**config.mk**
```make
export PLATFORM = sky130hd
export DESIGN_NAME = run_monitor
export DESIGN_NICKNAME = d
export VERILOG_FILES = /design/src/rtl/run_monitor.sv
export SDC_FILE = /design/constraint.sdc
export NUM_CORES = 1
export LEC_CHECK = 0
export CAP_MARGIN = 5
export CORE_ASPECT_RATIO = 0.75
export CORE_UTILIZATION = 43
export CTS_CLUSTER_SIZE = 8
export DETAILED_ROUTE_END_ITERATION = 7
export PLACE_DENSITY = 0.76
export SETUP_SLACK_MARGIN = 0.05
export SLEW_MARGIN = 40
export SYNTH_ARGS = -nofsm -noshare
export SYNTH_HDL_FRONTEND = slang
export SYNTH_SLANG_ARGS = --single-unit
```
**constraint.sdc**
```tcl
create_clock -name clk -period 2 [get_ports clk]
set_clock_uncertainty 0.2 [all_clocks]
set_input_delay 0.4 -clock clk [delete_from_list [all_inputs] [get_ports clk]]
set_output_delay 0.4 -clock clk [all_outputs]
set_load 0.005 [all_outputs]
```
**src/rtl/run_monitor.sv**
```systemverilog
// Run monitor: watches retired PCs and stores to decide when a test program ends.
// A run ends on a tohost store, a tight halt loop, or a cycle timeout.
module run_monitor #(
    parameter int unsigned ADDR_W         = 32,
    parameter int unsigned DATA_W         = 32,
    parameter int unsigned CNT_W          = 32,
    parameter int unsigned TIMEOUT_CYCLES = 4000,
    parameter int unsigned HALT_REPEAT    = 8,
    parameter logic [ADDR_W-1:0] TOHOST_ADDR = 32'h0000_0100
) (
    input  logic              clk,
    input  logic              rst,
    input  logic              start,
    input  logic              pc_valid,
    input  logic [ADDR_W-1:0] pc_in,
    input  logic              mem_we,
    input  logic [ADDR_W-1:0] mem_addr,
    input  logic [DATA_W-1:0] mem_wdata,
    output logic [1:0]        state,
    output logic              done,
    output logic              pass,
    output logic              fail,
    output logic [DATA_W-1:0] exit_code,
    output logic [CNT_W-1:0]  cycle_count,
    output logic [CNT_W-1:0]  retire_count,
    output logic [DATA_W-1:0] signature
);

    localparam logic [1:0] StIdle    = 2'd0;
    localparam logic [1:0] StRun     = 2'd1;
    localparam logic [1:0] StDone    = 2'd2;
    localparam logic [1:0] StTimeout = 2'd3;

    // The repeat counter never needs to exceed HALT_REPEAT-1: the run ends there.
    localparam int unsigned REP_W = (HALT_REPEAT > 2) ? $clog2(HALT_REPEAT) : 1;

    logic [1:0]        state_q, state_d;
    logic [CNT_W-1:0]  cycle_q, cycle_d;
    logic [CNT_W-1:0]  retire_q, retire_d;
    logic [DATA_W-1:0] sig_q, sig_d;
    logic [DATA_W-1:0] exit_q, exit_d;
    logic [ADDR_W-1:0] last_pc_q, last_pc_d;
    logic [REP_W-1:0]  rep_q, rep_d;
    logic              pass_q, pass_d;
    logic              fail_q, fail_d;

    logic              same_pc;
    logic              tohost_hit;
    logic              halt_hit;
    logic              timeout_hit;
    logic [DATA_W-1:0] addr_ext;

    always_comb begin
        addr_ext    = DATA_W'(mem_addr);
        same_pc     = pc_valid && (pc_in == last_pc_q);
        tohost_hit  = mem_we && (mem_addr == TOHOST_ADDR);
        halt_hit    = same_pc && (rep_q == REP_W'(HALT_REPEAT - 2));
        timeout_hit = (cycle_q == CNT_W'(TIMEOUT_CYCLES - 1));

        state_d   = state_q;
        cycle_d   = cycle_q;
        retire_d  = retire_q;
        sig_d     = sig_q;
        exit_d    = exit_q;
        last_pc_d = last_pc_q;
        rep_d     = rep_q;
        pass_d    = pass_q;
        fail_d    = fail_q;

        if (start) begin
            // The start cycle itself is not a RUN cycle; retire/store inputs are dropped.
            state_d   = StRun;
            cycle_d   = '0;
            retire_d  = '0;
            sig_d     = '0;
            exit_d    = '0;
            last_pc_d = '0;
            rep_d     = '0;
            pass_d    = 1'b0;
            fail_d    = 1'b0;
        end else if (state_q == StRun) begin
            if (cycle_q != '1) begin
                cycle_d = cycle_q + CNT_W'(1);
            end
            if (pc_valid && (retire_q != '1)) begin
                retire_d = retire_q + CNT_W'(1);
            end

            if (same_pc) begin
                rep_d = rep_q + REP_W'(1);
            end else if (pc_valid) begin
                rep_d     = '0;
                last_pc_d = pc_in;
            end

            if (mem_we && !tohost_hit) begin
                sig_d = {sig_q[DATA_W-2:0], sig_q[DATA_W-1]} ^ mem_wdata ^ addr_ext;
            end

            // End events in priority order: tohost, halt loop, timeout.
            if (tohost_hit) begin
                state_d = StDone;
                exit_d  = mem_wdata;
                pass_d  = (mem_wdata == DATA_W'(1));
                fail_d  = (mem_wdata != DATA_W'(1));
            end else if (halt_hit) begin
                state_d = StDone;
                exit_d  = '0;
                pass_d  = 1'b1;
                fail_d  = 1'b0;
            end else if (timeout_hit) begin
                state_d = StTimeout;
                exit_d  = '1;
                pass_d  = 1'b0;
                fail_d  = 1'b1;
            end
        end
    end

    always_ff @(posedge clk) begin
        if (rst) begin
            state_q   <= StIdle;
            cycle_q   <= '0;
            retire_q  <= '0;
            sig_q     <= '0;
            exit_q    <= '0;
            last_pc_q <= '0;
            rep_q     <= '0;
            pass_q    <= 1'b0;
            fail_q    <= 1'b0;
        end else begin
            state_q   <= state_d;
            cycle_q   <= cycle_d;
            retire_q  <= retire_d;
            sig_q     <= sig_d;
            exit_q    <= exit_d;
            last_pc_q <= last_pc_d;
            rep_q     <= rep_d;
            pass_q    <= pass_d;
            fail_q    <= fail_d;
        end
    end

    // Both end states have bit 1 set, so done is a plain decode of the state register.
    assign state        = state_q;
    assign done         = state_q[1];
    assign pass         = pass_q;
    assign fail         = fail_q;
    assign exit_code    = exit_q;
    assign cycle_count  = cycle_q;
    assign retire_count = retire_q;
    assign signature    = sig_q;

endmodule
```
== After elaboration in Yosys (flattened, before gate mapping) ==
Index checks and enable logic that the tools add are counted.
W data, S select, Z words.
Word-level totals
  bits in registers: 167
  bits of input ports: 101
  output and inout port bits: 133
  word-level logic and storage cells: 59
Cells by class
  add/sub/neg operators: 3
  eq/ne operators: 9
  mux-type cells: 16
  bitwise gates (word level): 3
  reduce and logical (&&, ||, !) cells: 18
Operator list (number)
  $mux W32: 3
  $add A32 B1 Y32 const B: 2
  $ne A32 B32 Y1 const B: 2
  $xor A32 B32 Y32: 2
  $eq A32 B1 Y1 const B: 1
  $eq A32 B12 Y1 const B: 1
  $eq A32 B32 Y1: 1
  $eq A32 B9 Y1 const B: 1
  $ne A32 B1 Y1 const B: 1
  $reduce_and A2 Y1: 6
  $mux W1: 8
  $mux W2: 3
  $mux W3: 2
  $logic_and A1 B1 Y1: 5
  $reduce_bool A2 Y1: 2
  $reduce_bool A4 Y1: 1
  $add A3 B1 Y3 const B: 1
  $eq A3 B3 Y1 const B: 1
  $reduce_and A3 Y1: 1
  $reduce_bool A3 Y1: 1
  $eq A2 B1 Y1 const B: 1
  $reduce_or A2 Y1: 1
  $logic_not A1 Y1: 1
  $not A1 Y1: 1

== Logic depth before layout (Yosys ltp) ==
Gate-level depths: netlist of run 1.
  depth in word-level cells: 7
  depth in mapped cells: 8
  mapped depth without buffers: 7

== Worst setup path before layout of run 1 ==
OpenSTA, ideal clock, no wires.
  path kind: reg2reg
  start point: register retire_q[20] (netlist: retire_count[20])
  end point: register retire_q[29] (netlist: retire_count[29])
  setup time: 128 ps
  arrival: 1848 ps
  required time: 1672 ps
  setup slack: -176 ps
  stages on the path, launching flop included: 7
  buffers on the path: 0
  period minus slack after synthesis: 2176 ps
  cell sequence: dfxtp_1 -> nand4_4 -> or4_4 -> o31a_2 -> nor3b_2 -> xnor2_1 -> nor2_1
On the way
  cells in the longest elaborated chain, start to end: 3
  elaborated cells between the ends (all ways): 4
  classes of those cells: 1 x add/sub; 1 x eq/ne; 2 x reduce/logical
Ends and longest elaborated chain
  start, declared: RTL line 39  | logic [CNT_W-1:0] retire_q, retire_d;
  start signal, assigned: RTL line 134  | retire_q <= retire_d;
  parallel branches: the longest is 3 deep, another holds $add A32 B1 Y32
Parallel ways; which one is timed is not known.
A chain may end at the register's enable or synchronous reset.

== Final worst setup path of run 1 ==
  start point: register retire_q[8] (netlist: retire_count[8])
  end point: register retire_q[15] (netlist: retire_count[15])
Same word-level chain as after synthesis.

==> metrics.md, run 1 <==
| Metric | Value |
|---|---|
| Async SR Flop Fraction | 0 |
| Final period utilization | 1.07 |
| Drc violations | 0 |
| XOR/XNOR share of the synthesized area | 0.163 |
| Setup TNS | -3.01 ns |
| Hold Fails Final Rpt | 0 |
| Fin worst setup slack | -0.146 ns |
| Die footprint | 19,400 um^2 |
| Die Height | about 120 um |
| Share of layout cells above drive strength 1 | 0.362 |
| Adder-cell share of the synthesized area | 0.00617 |
| Seq/Total Area, Yosys | 0.412 |
| CTS Hold Bufs | 0 |
| Worst-margin pin slew | around 0.46 ns |
| Global Route Usage Sum | 0.286 |
| CTS tree | yes |
| Layout Nets | approximately 1,500 |
| P_sw | ~1.8 mW |
| Outcome | complete, but fails checks |
| Clock latency on the worst-skew pair | roughly 0.42 ns |
| Largest family of logic cells by synthesized area | simple AND/OR/NAND/NOR gates |
| Hold path depth | 3 |
| Routability Congestion | approximately 0.9 |
| Initial Util | 0.439 |
| CP Capture Type | register |
| Crit path launch type | register |
| Worst Hold End | last_pc_q[18] |
| Cell Area, Synth | a little over 8000 um^2 |
| Rows | between 40 and 50 |
| Grt ovf | 0 |
| Iter 0 DRT Violations | roughly 530 |
| Avg Synthesized Cell Area | 8.69 um^2 |
| PD cells | ~540 nW/um^2 |
| Switching share of power | 0.246 |
| Comb pwr share | 0.125 |
| Worst R2R Path Depth | 7 |
| Main synth FF type | dfxtp_1 |
| Average routed wire per standard cell | between 15 and 20 um |
| WP buf/inv | 1 |
| CTS Buf Count | 17 |
| # setup viols final | 53 |
| 1st-pass router iterations | 5 |
| Fin crit period | 2.15 ns |
| DR vias/cell | 5.34 |
| Simple-gate share of the synthesized area | 0.246 |
| Slew Limit Fails | 0 |
| CP max stage cell | or3_4 |
| YS warnings | 0 |
| LEAKAGE | approximately 5.7 nW |
| Max_cap viols | 0 |
| Crit path max-delay family | simple AND/OR/NAND/NOR gates |
| Post-Place Cell Area | around 12,000 um^2 |
| Worst path cell trace | nand4_1 -> or3_4 -> o31a_4 -> buf_6 -> nand2_2 -> xor2_1 -> nor2_1 |
| Mapped Nets | just over 1,000 |
| DRT antenna net count | 0 |
| Synth unique cells | 53 |
| Clock Pin Slew Worst Setup and Hold Paths | roughly 0.06 ns |
| RSZ-0062 raised after global routing | yes |
| Initial antenna violation count | 1 |
| Post-synth EDFFs | 0 |
| DR vias | between 8,000 and 9,000 |
| Mux contribution to synthesized area | 0.0803 |
| Flop2flop setup slack | -0.15 ns |
| Root Driver | clkbuf_16 |
| Final Cell Area | between 10,000 and 15,000 um^2 |
| Worst min path class | in -> reg |
| Power Internal | around 5.6 mW |
| Slew headroom | 0.695 |
| # IOs | 234 |
| Maximum clock rate | between 400 and 500 MHz |
| Largest net degree at the start of global routing | 46 |
| Synth Area in Compound Gates | 0.0642 |
| Total wire length | between 20 and 30 mm |
| Origin of the worst min-delay path | pc_in[18] |
| Max FO, Critical Path | 6 |
| VDD IR max | slightly below 0.0005 V |
| Yosys reg bits | 167 |
| Deepest level of the CTS H-tree | 4 |
| Clk pwr share | 0.424 |
| CTS Sinks | 167 |
| Core box area | 18,500 um^2 |
| Data required, critical path | ~2.1 ns |
| R2r endpoint | retire_count[15] |
| Vias in the first global route | just over 8,000 |
| Clock Tree Buf Depth | 2 |
| Setup Crit Path Kind | reg -> reg |
| Commonest cells after routing, fill and taps aside | 182 x buf_4, 101 x nor2_1, 100 x clkdlybuf4s50_1 |
| First-pass GRT wire length | 43.7 mm |
| Chip width | 161 um |
| Area grow syn2layout | 72.1% |
| Most common cell after layout, fill and taps aside | buf_4 |
| IO buf count | roughly 230 |
| Sequential power share | 0.451 |
| Max stage delay on crit path | 0.50 ns |
| Failing checks | setup timing |
| R2r startpoint | retire_count[8] |
| CP arrival | 2.25 ns |
| Detailed placement HPWL | about 19 mm |
| Cells after synthesis | 933 |
==> worst max-delay path by stage <==
stage | start | end | depth (start not counted) | slack, ns
after CTS | last_pc_q[20] | last_pc_q[20] | 10 | -0.11
after detailed placement | mem_addr[25] | pass | 9 | -0.80
after floorplan | cycle_count[28] | cycle_count[5] | 7 | -0.02
after global routing | retire_count[8] | retire_count[15] | 7 | -0.23
final | retire_count[8] | retire_count[15] | 7 | -0.15
after global placement | mem_addr[25] | pass | 9 | -0.71
==> final cells by class <==
class,count,area [um^2]
Antenna cell,1,2.50
Clock buffer,21,460
Clock inverter,10,93.8
Fill cell,1277,4500
Inverter,7,26.3
Multi-Input combinational cell,712,5310
Sequential cell,167,3490
Tap cell,247,309
Timing Repair Buffer,466,4260
==> sequential cells by signal, summed over array words and instances, names as in the netlist, 2 cells and up <==
| signal | cells |
|---|---|
| retire_count | 32 |
| exit_code | 32 |
| last_pc_q | 32 |
| state | 2 |
| rep_q | 3 |
| signature | 32 |
| cycle_count | 32 |
==> Yosys cell counts (all sizes together) (26+ instances only) <==
cell type	instances	area share
a21oi	42	0.026
nor2	106	0.049
xnor2	108	0.12
nand2	103	0.048
o21ai	38	0.023
nand4	41	0.033
xor2	43	0.046
nand3	57	0.035
nor4	26	0.023
mux2i	65	0.080
clkbuf	37	0.017
dfxtp	167	0.41
==> kinds of logic (layout without fill, tap and decap cells) <==
family	Yosys count	after routing
adders and majority gates	4	4
muxes	65	65
and+or+nand+nor	399	399
AOI/OAI and AO/OA	93	93
DFF	167	167
buffers and inverters	54	504
other	0	1
xor gates and xnor gates	151	151
==> power groups by stage <==
stage | logic, mW | clock network (mW) | registers [mW]
2_1_floorplan | 0.353 | 0 | 3.45
6_report | 0.935 | 3.16 | 3.37
3_5_place_dp | 0.887 | 0 | 3.45
3_3_place_gp | 0.876 | 0 | 3.45
4_1_cts | 0.916 | 3.19 | 3.37
5_1_grt | 0.991 | 3.34 | 3.37
==> worst min-delay path, stage by stage <==
cell and delay (ns):
dlymetal6s2s_1 0.12, mux2i_1 0.08, nor2_1 0.07
==> layer usage <==
layer	wire [um]	share of wire	GRT usage	up-vias
met1	12500	0.43	0.375	4169
met4	744	0.025	0.0929	0
li1	-	-	-	4107
met2	13800	0.47	0.467	377
met3	2330	0.079	0.0636	60
met5	0	0	0	-
==> per-stage QoR <==
stage | worst slack, ns | utilization | hold slack [ns] | total power [mW] | std cells
3_3_place_gp | -0.712 | 0.667 | 0.255 | 4.32 | 1562
5_1_grt | -0.234 | 0.756 | 0.105 | 7.70 | 1631
3_5_place_dp | -0.805 | 0.667 | 0.260 | 4.34 | 1562
6_report | -0.146 | 0.756 | 0.0854 | 7.47 | 1631
4_1_cts | -0.109 | 0.730 | 0.183 | 7.48 | 1617
2_1_floorplan | -0.0175 | - | 0.240 | 3.80 | 933
==> repair_timing <==
item                       in CTS  in global routing
resized for setup             286                182
cloned                          6                  2
setup endpoints to repair     227                196
buffers inserted               21                 18
pin swaps                      61                105
Power figures use the tool's default switching activity.
==> run 2, diff against run 1 <==
--- a/config.mk
+++ b/config.mk
@@ -7,6 +7,7 @@
 export LEC_CHECK = 0
 export CAP_MARGIN = 5
 export CORE_ASPECT_RATIO = 0.75
+export CORE_MARGIN = 2
 export CORE_UTILIZATION = 43
 export CTS_CLUSTER_SIZE = 8
 export DETAILED_ROUTE_END_ITERATION = 7
==> run 2 against run 1 <==
Against the previous run: the run still ends with setup timing left; design area increased by 0.91%; combinational power grew 3.3%; final cell count is 0.86% lower; power grew 4.3%; flip-flop and latch count is the same; global-route usage shrank 2.0 points; register-to-register slack improved by 0.03 ns.
==> metrics.md, run 2 (same netlist as run 1, synthesis figures left out) <==
| Metric | Value |
|---|---|
| Core box area | 18,500 um^2 (+0.29%) |
| Die Height | 123 um (+1.7%) |
| Clock latency on the worst-skew pair | 0.42 ns (about the same) |
| First-pass GRT wire length | 41.8 mm (-4.2%) |
| Root Driver | clkbuf_16 |
| Slew Limit Fails | 0 (unchanged) |
| Max stage delay on crit path | 0.38 ns (-0.12 ns) |
| Chip width | 163 um (+1.2%) |
| Multi-input logic area | 5360 um^2 (+0.82%) |
| DR vias | 8,681 (-0.37%) |
| Layout Nets | 1,461 (-1.0%) |
| Total wire length | 30.2 mm (+2.9%) |
| CP arrival | 2.25 ns (about the same) |
| Grt ovf | 0 (unchanged) |
| 1st-pass router iterations | 5 (unchanged) |
| Clk pwr share | 0.443 (+0.019) |
| Switching share of power | 0.237 (-0.00884) |
| Slew headroom | 0.583 (-0.112) |
| CTS tree | yes |
| DR vias/cell | 5.37 (+0.50%) |
| Outcome | complete, but fails checks |
| Worst path cell trace | dlygate4sd2_1 -> nor4_4 -> nand2_2 -> nor4_4 -> nand2_2 -> nand2_8 -> buf_12 -> mux2i_2 |
| Most common cell after layout, fill and taps aside | buf_4 |
| Commonest cells after routing, fill and taps aside | 167 x buf_4, 104 x nor2_1, 100 x dlygate4sd2_1 |
| VDD IR max | 0.000483 V (-1.6%) |
| Clock Tree Buf Depth | 2 (unchanged) |
| LEAKAGE | 5.73 nW (+1.4%) |
| Detailed placement HPWL | 19.1 mm (-1.6%) |
| Comb pwr share | 0.124 (about the same) |
| Worst Hold Slack | 0.0974 ns (+0.0120 ns) |
| Crit path launch type | input pin |
| Max FO, Critical Path | 7 (+1) |
| Largest net degree at the start of global routing | 72 (+57%) |
| Routability Congestion | 0.852 (-4.9%) |
| Deepest level of the CTS H-tree | 4 (unchanged) |
| Register Area | 3480 um^2 (-0.14%) |
| Fin worst setup slack | -0.114 ns (+0.0322 ns) |
| Power Internal | 5.94 mW (+5.5%) |
| Area grow syn2layout | 73.6% |
| RSZ-0062 raised after global routing | yes |
| PD cells | 553 nW/um^2 (+3.4%) |
| CP max stage cell | nor4_4 |
| # IOs | 234 (unchanged) |
| # setup viols final | 79 (+49%) |
| Vias in the first global route | 7,977 (-4.0%) |
| Fin crit period | 2.11 ns (-0.0322 ns) |
| CTS Buf Count | 17 (unchanged) |
| Hold Fails Final Rpt | 0 (unchanged) |
| R2r startpoint | retire_count[13] |
| Average routed wire per standard cell | 18.7 um (+3.7%) |
| Final period utilization | 1.06 (-0.0161) |
| Max_cap viols | 0 (unchanged) |
| Iter 0 DRT Violations | 623 (+18%) |
| CP Launch Point | mem_addr[16] |
| P_sw | 1.85 mW (+0.54%) |
| Setup Crit Path Kind | in -> reg |
| Setup TNS | -3.35 ns (-0.337 ns) |
| Worst min path class | in -> reg |
| Worst-margin pin slew | 0.625 ns (+0.168 ns) |
| IO buf count | 233 (unchanged) |
| Initial Util | 0.438 (-0.00128) |
| DRT antenna net count | 0 (unchanged) |
| Drc violations | 0 (unchanged) |
| Share of layout cells above drive strength 1 | 0.363 (about the same) |
| Initial antenna violation count | 1 (unchanged) |
| Data required, critical path | 2.13 ns (+0.03 ns) |
| Failing checks | setup timing |
| Clock Pin Slew Worst Setup and Hold Paths | 0.07 ns (about the same) |
| Rows | 43 (unchanged) |
| Global Route Usage Sum | 0.266 (-0.0200) |
| Origin of the worst min-delay path | pc_in[3] |
| Post-route insts no fill | 1,617 (-0.86%) |
| CP Capture Type | register |
| FILL cells | 1,246 (-2.4%) |
| Die footprint | 20,000 um^2 (+2.9%) |
| CTS Sinks | 167 (unchanged) |
| Maximum clock rate | 473 MHz (+1.5%) |
| Sequential power share | 0.433 (-0.018) |
| CTS Hold Bufs | 0 (unchanged) |
| Inst Count DP | 1,547 (-0.96%) |
==> run 2: cell types whose count changed in the layout (fill, tap and decap cells not counted), sizes merged, moves of 2 or more <==
| cell | previous run | this run |
|---|---|---|
| clkbuf | 33 | 30 |
| clkdlybuf4s50 | 100 | 97 |
| dlygate4sd2 | 89 | 100 |
| inv | 11 | 9 |
| buf | 242 | 221 |
| bufinv | 1 | 3 |
==> run 2: timing repair <==
item	in CTS	in global routing
buffers inserted	21	9
gates resized for setup	245	216
pin swaps	45	124
cloned	6	7
setup endpoints to repair	218	193
==> run 2: worst paths after layout <==
path / to / slack, ns / cells after the start
hold / removal: last_pc_q[3] / 0.1 / 3
setup reg to reg: retire_count[29] / -0.11 / 6
setup / recovery: exit_code[24] / -0.11 / 8
hold reg to reg: signature[14] / 0.27 / 2
==> run 2: area by class of cell <==
class	count	share of cell area
clock buffers	21	0.0335
flip-flops and latches	167	0.247
diodes	2	0.000356
multi-input cells	712	0.380
clock inverters	10	0.0101
repair buffers	451	0.304
well taps	247	0.0220
inverters	7	0.00187
==> run 2: critical path: cells and delay by family <==
| kind | cells | cell delay, ns |
|---|---|---|
| muxes | 1 | 0.25 |
| buffers and inverters | 2 | 0.42 |
| and+or+nand+nor | 5 | 1.15 |
==> run 2: metrics by stage <==
stage | power [mW] | instance area (um^2) | setup WS [ns] | util
2_1_floorplan | 3.80 | 8290 | -0.0175 | -
3_3_place_gp | 4.31 | 12200 | -0.680 | 0.659
3_5_place_dp | 4.32 | 12200 | -0.726 | 0.659
4_1_cts | 7.72 | 13200 | -0.0629 | 0.715
5_1_grt | 8.05 | 14100 | -0.185 | 0.760
6_report | 7.79 | 14100 | -0.114 | 0.761
==> run 2: power groups by stage <==
stage,sequential (mW),clock [mW],combinational (mW)
floorplan,3.45,0,0.353
global placement,3.45,0,0.862
detailed placement,3.45,0,0.871
CTS,3.37,3.47,0.872
global route,3.37,3.66,1.02
finish,3.37,3.45,0.966
==> run 2: layer usage <==
layer  share of wire  track usage  up-vias
li1                -            -     4086
met1            0.43        0.352     4226
met2            0.48        0.430      328
met3           0.072       0.0748       41
met4           0.017       0.0752        0
met5               0            0        -
==> run 3, diff against run 2 <==
--- a/config.mk
+++ b/config.mk
@@ -9,9 +9,10 @@
 export CORE_ASPECT_RATIO = 0.75
 export CORE_MARGIN = 2
 export CORE_UTILIZATION = 43
+export CTS_CLUSTER_DIAMETER = 50
 export CTS_CLUSTER_SIZE = 8
 export DETAILED_ROUTE_END_ITERATION = 7
-export PLACE_DENSITY = 0.76
+export PLACE_DENSITY_LB_ADDON = 0.12
 export SETUP_SLACK_MARGIN = 0.05
 export SLEW_MARGIN = 40
 export SYNTH_ARGS = -nofsm -noshare
==> constraint.sdc (replaced) <==
create_clock -name clk -period 2 [get_ports clk]
set_clock_uncertainty 0.2 [all_clocks]
set_input_delay 0.3 -clock clk [delete_from_list [all_inputs] [get_ports clk]]
set_output_delay 0.3 -clock clk [all_outputs]
set_load 0.005 [all_outputs]
==> run 3 against run 2 <==
Against the previous run: the flow still finishes with violations (setup timing); largest power group is now registers; power fell by 5.2%; clock power down 10%; final cell count up 0.68%; register-to-register slack worse by 0.10 ns; via count fell by 3.0%.
==> metrics.md, run 3 (same netlist as run 1, synthesis figures left out) <==
| Metric | Value |
|---|---|
| # setup viols final | 93 (+18%) |
| R2r startpoint | retire_count[31] |
| Failing checks | setup timing |
| Outcome | complete, but fails checks |
| Maximum clock rate | 451 MHz (-4.7%) |
| RSZ-0062 raised after global routing | yes |
| Grt ovf | 0 (unchanged) |
| Crit path launch type | register |
| DR vias/cell | 5.17 (-3.7%) |
| CP arrival | 2.33 ns (+0.08 ns) |
| # IOs | 234 (unchanged) |
| Initial Util | 0.438 (unchanged) |
| Worst-margin pin slew | 0.403 ns (-0.222 ns) |
| IO buf count | 233 (unchanged) |
| Iter 0 DRT Violations | 554 (-11%) |
| Clock latency on the worst-skew pair | 0.42 ns (about the same) |
| Max FO, Critical Path | 6 (-1) |
| P_sw | 1.84 mW (-0.21%) |
| DR vias | 8,417 (-3.0%) |
| CTS tree | yes |
| Initial antenna violation count | 0 (-1) |
| Slew Limit Fails | 0 (unchanged) |
| VDD IR max | 0.000522 V (+8.1%) |
| Tot Pwr | 7.38 mW (-5.2%) |
| CP Capture Type | register |
| CTS Buf Count | 17 (unchanged) |
| Global Route Usage Sum | 0.253 (-0.0129) |
| Setup Crit Path Kind | reg -> reg |
| Average routed wire per standard cell | 16.6 um (-11%) |
| Most common cell after layout, fill and taps aside | buf_4 |
| Share of layout cells above drive strength 1 | 0.298 (-0.0642) |
| PD cells | 533 nW/um^2 (-3.6%) |
| Area grow syn2layout | 70.8% |
| 1st-pass router iterations | 5 (unchanged) |
| Power Internal | 5.54 mW (-6.8%) |
| Vias in the first global route | 7,830 (-1.8%) |
| Total wire length | 27.0 mm (-11%) |
| Sequential power share | 0.457 (+0.024) |
| Die Height | 123 um (unchanged) |
| Data required, critical path | 2.12 ns (about the same) |
| CTS Sinks | 167 (unchanged) |
| CP Launch Point | retire_count[31] |
| Commonest cells after routing, fill and taps aside | 182 x buf_4, 179 x clkdlybuf4s50_1, 121 x dfxtp_1 |
| Slew headroom | 0.731 (+0.147) |
| First-pass GRT wire length | 40.1 mm (-4.2%) |
| Ant. Diodes | 0 (-2) |
| LEAKAGE | 5.29 nW (-7.7%) |
| Layout Nets | 1,473 (+0.82%) |
| Chip width | 163 um (unchanged) |
| CTS Hold Bufs | 0 (unchanged) |
| Hold Fails Final Rpt | 0 (unchanged) |
| FILL cells | 1,351 (+8.4%) |
| Core box area | 18,500 um^2 (unchanged) |
| Max_cap viols | 0 (unchanged) |
| Detailed placement HPWL | 18.6 mm (-2.8%) |
| Fin crit period | 2.22 ns (+0.103 ns) |
| Root Driver | clkbuf_16 |
| Final period utilization | 1.11 (+0.0516) |
| Deepest level of the CTS H-tree | 4 (unchanged) |
| Worst Hold Slack | 0.0235 ns (-0.0739 ns) |
| Die footprint | 20,000 um^2 (unchanged) |
| Origin of the worst min-delay path | pc_in[4] |
| Clock Pin Slew Worst Setup and Hold Paths | 0.07 ns (about the same) |
| Routability Congestion | 0.855 (+0.29%) |
| Comb pwr share | 0.123 (about the same) |
| DRT antenna net count | 0 (unchanged) |
| Rows | 43 (unchanged) |
| Drc violations | 0 (unchanged) |
| Worst min path class | in -> reg |
| Setup TNS | -6.13 ns (-2.78 ns) |
| Clock Tree Buf Depth | 2 (unchanged) |
| Fin worst setup slack | -0.217 ns (-0.103 ns) |
| Clk pwr share | 0.420 (-0.023) |
| Switching share of power | 0.250 (+0.0125) |
| Largest net degree at the start of global routing | 62 (-14%) |
[run 3: path summary, 6_finish.rpt]
kind / slack [ns] / to / cells after the start
min reg2reg: 0.28 / signature[8] / 2
max: -0.22 / retire_count[15] / 7
min: 0.02 / last_pc_q[4] / 3
max reg2reg: -0.22 / retire_count[15] / 7
[run 3: stage by stage]
stage	std cells	utilization	cell area [um^2]	worst slack [ns]
finish	1628	0.748	13800	-0.217
global placement	1565	0.664	12300	-0.631
global route	1628	0.748	13800	-0.291
CTS	1613	0.717	13300	-0.103
detailed placement	1565	0.664	12300	-0.721
floorplan	933	-	8200	-0.0174
[run 3: cell type report]
| cell class | count | area [um^2] | share of cell area |
|---|---|---|---|
| Multi-Input combinational cell | 712 | 5110 | 0.369 |
| Timing Repair Buffer | 463 | 4440 | 0.320 |
| Sequential cell | 167 | 3420 | 0.247 |
| Clock buffer | 20 | 457 | 0.0330 |
| Tap cell | 247 | 309 | 0.0223 |
| Clock inverter | 12 | 92.6 | 0.00669 |
| Inverter | 7 | 26.3 | 0.00190 |
[run 3: layer usage]
metal  routed length [um]  track usage  vias to the layer above  share of wire
met4                  479       0.0780                        0          0.018
met1                12100        0.353                     3995           0.45
met3                 2320       0.0674                       35          0.086
met2                12100        0.386                      285           0.45
met5                    0            0                        -              0
li1                     -            -                     4102              -
[run 3: repair_timing]
item	CTS	global route
setup buffers	12	13
cloned	4	5
gates resized for setup	101	145
pin swaps	42	92
setup endpoints to repair	151	178
[run 3: power groups by stage]
| stage | clock network, mW | registers, mW | logic [mW] |
|---|---|---|---|
| floorplan | 0 | 3.45 | 0.345 |
| global placement | 0 | 3.45 | 0.856 |
| detailed placement | 0 | 3.45 | 0.860 |
| CTS | 3.16 | 3.37 | 0.867 |
| global route | 3.30 | 3.37 | 0.972 |
| finish | 3.10 | 3.37 | 0.908 |
[run 3: worst max-delay path: stages, from the launching register on]
cell and delay [ns]:
dfxtp_2 0.34, nand4_1 0.21, or4_4 0.61, o31a_4 0.36, buf_6 0.13, nand2_2 0.05, xor2_1 0.14, nor2_1 0.06
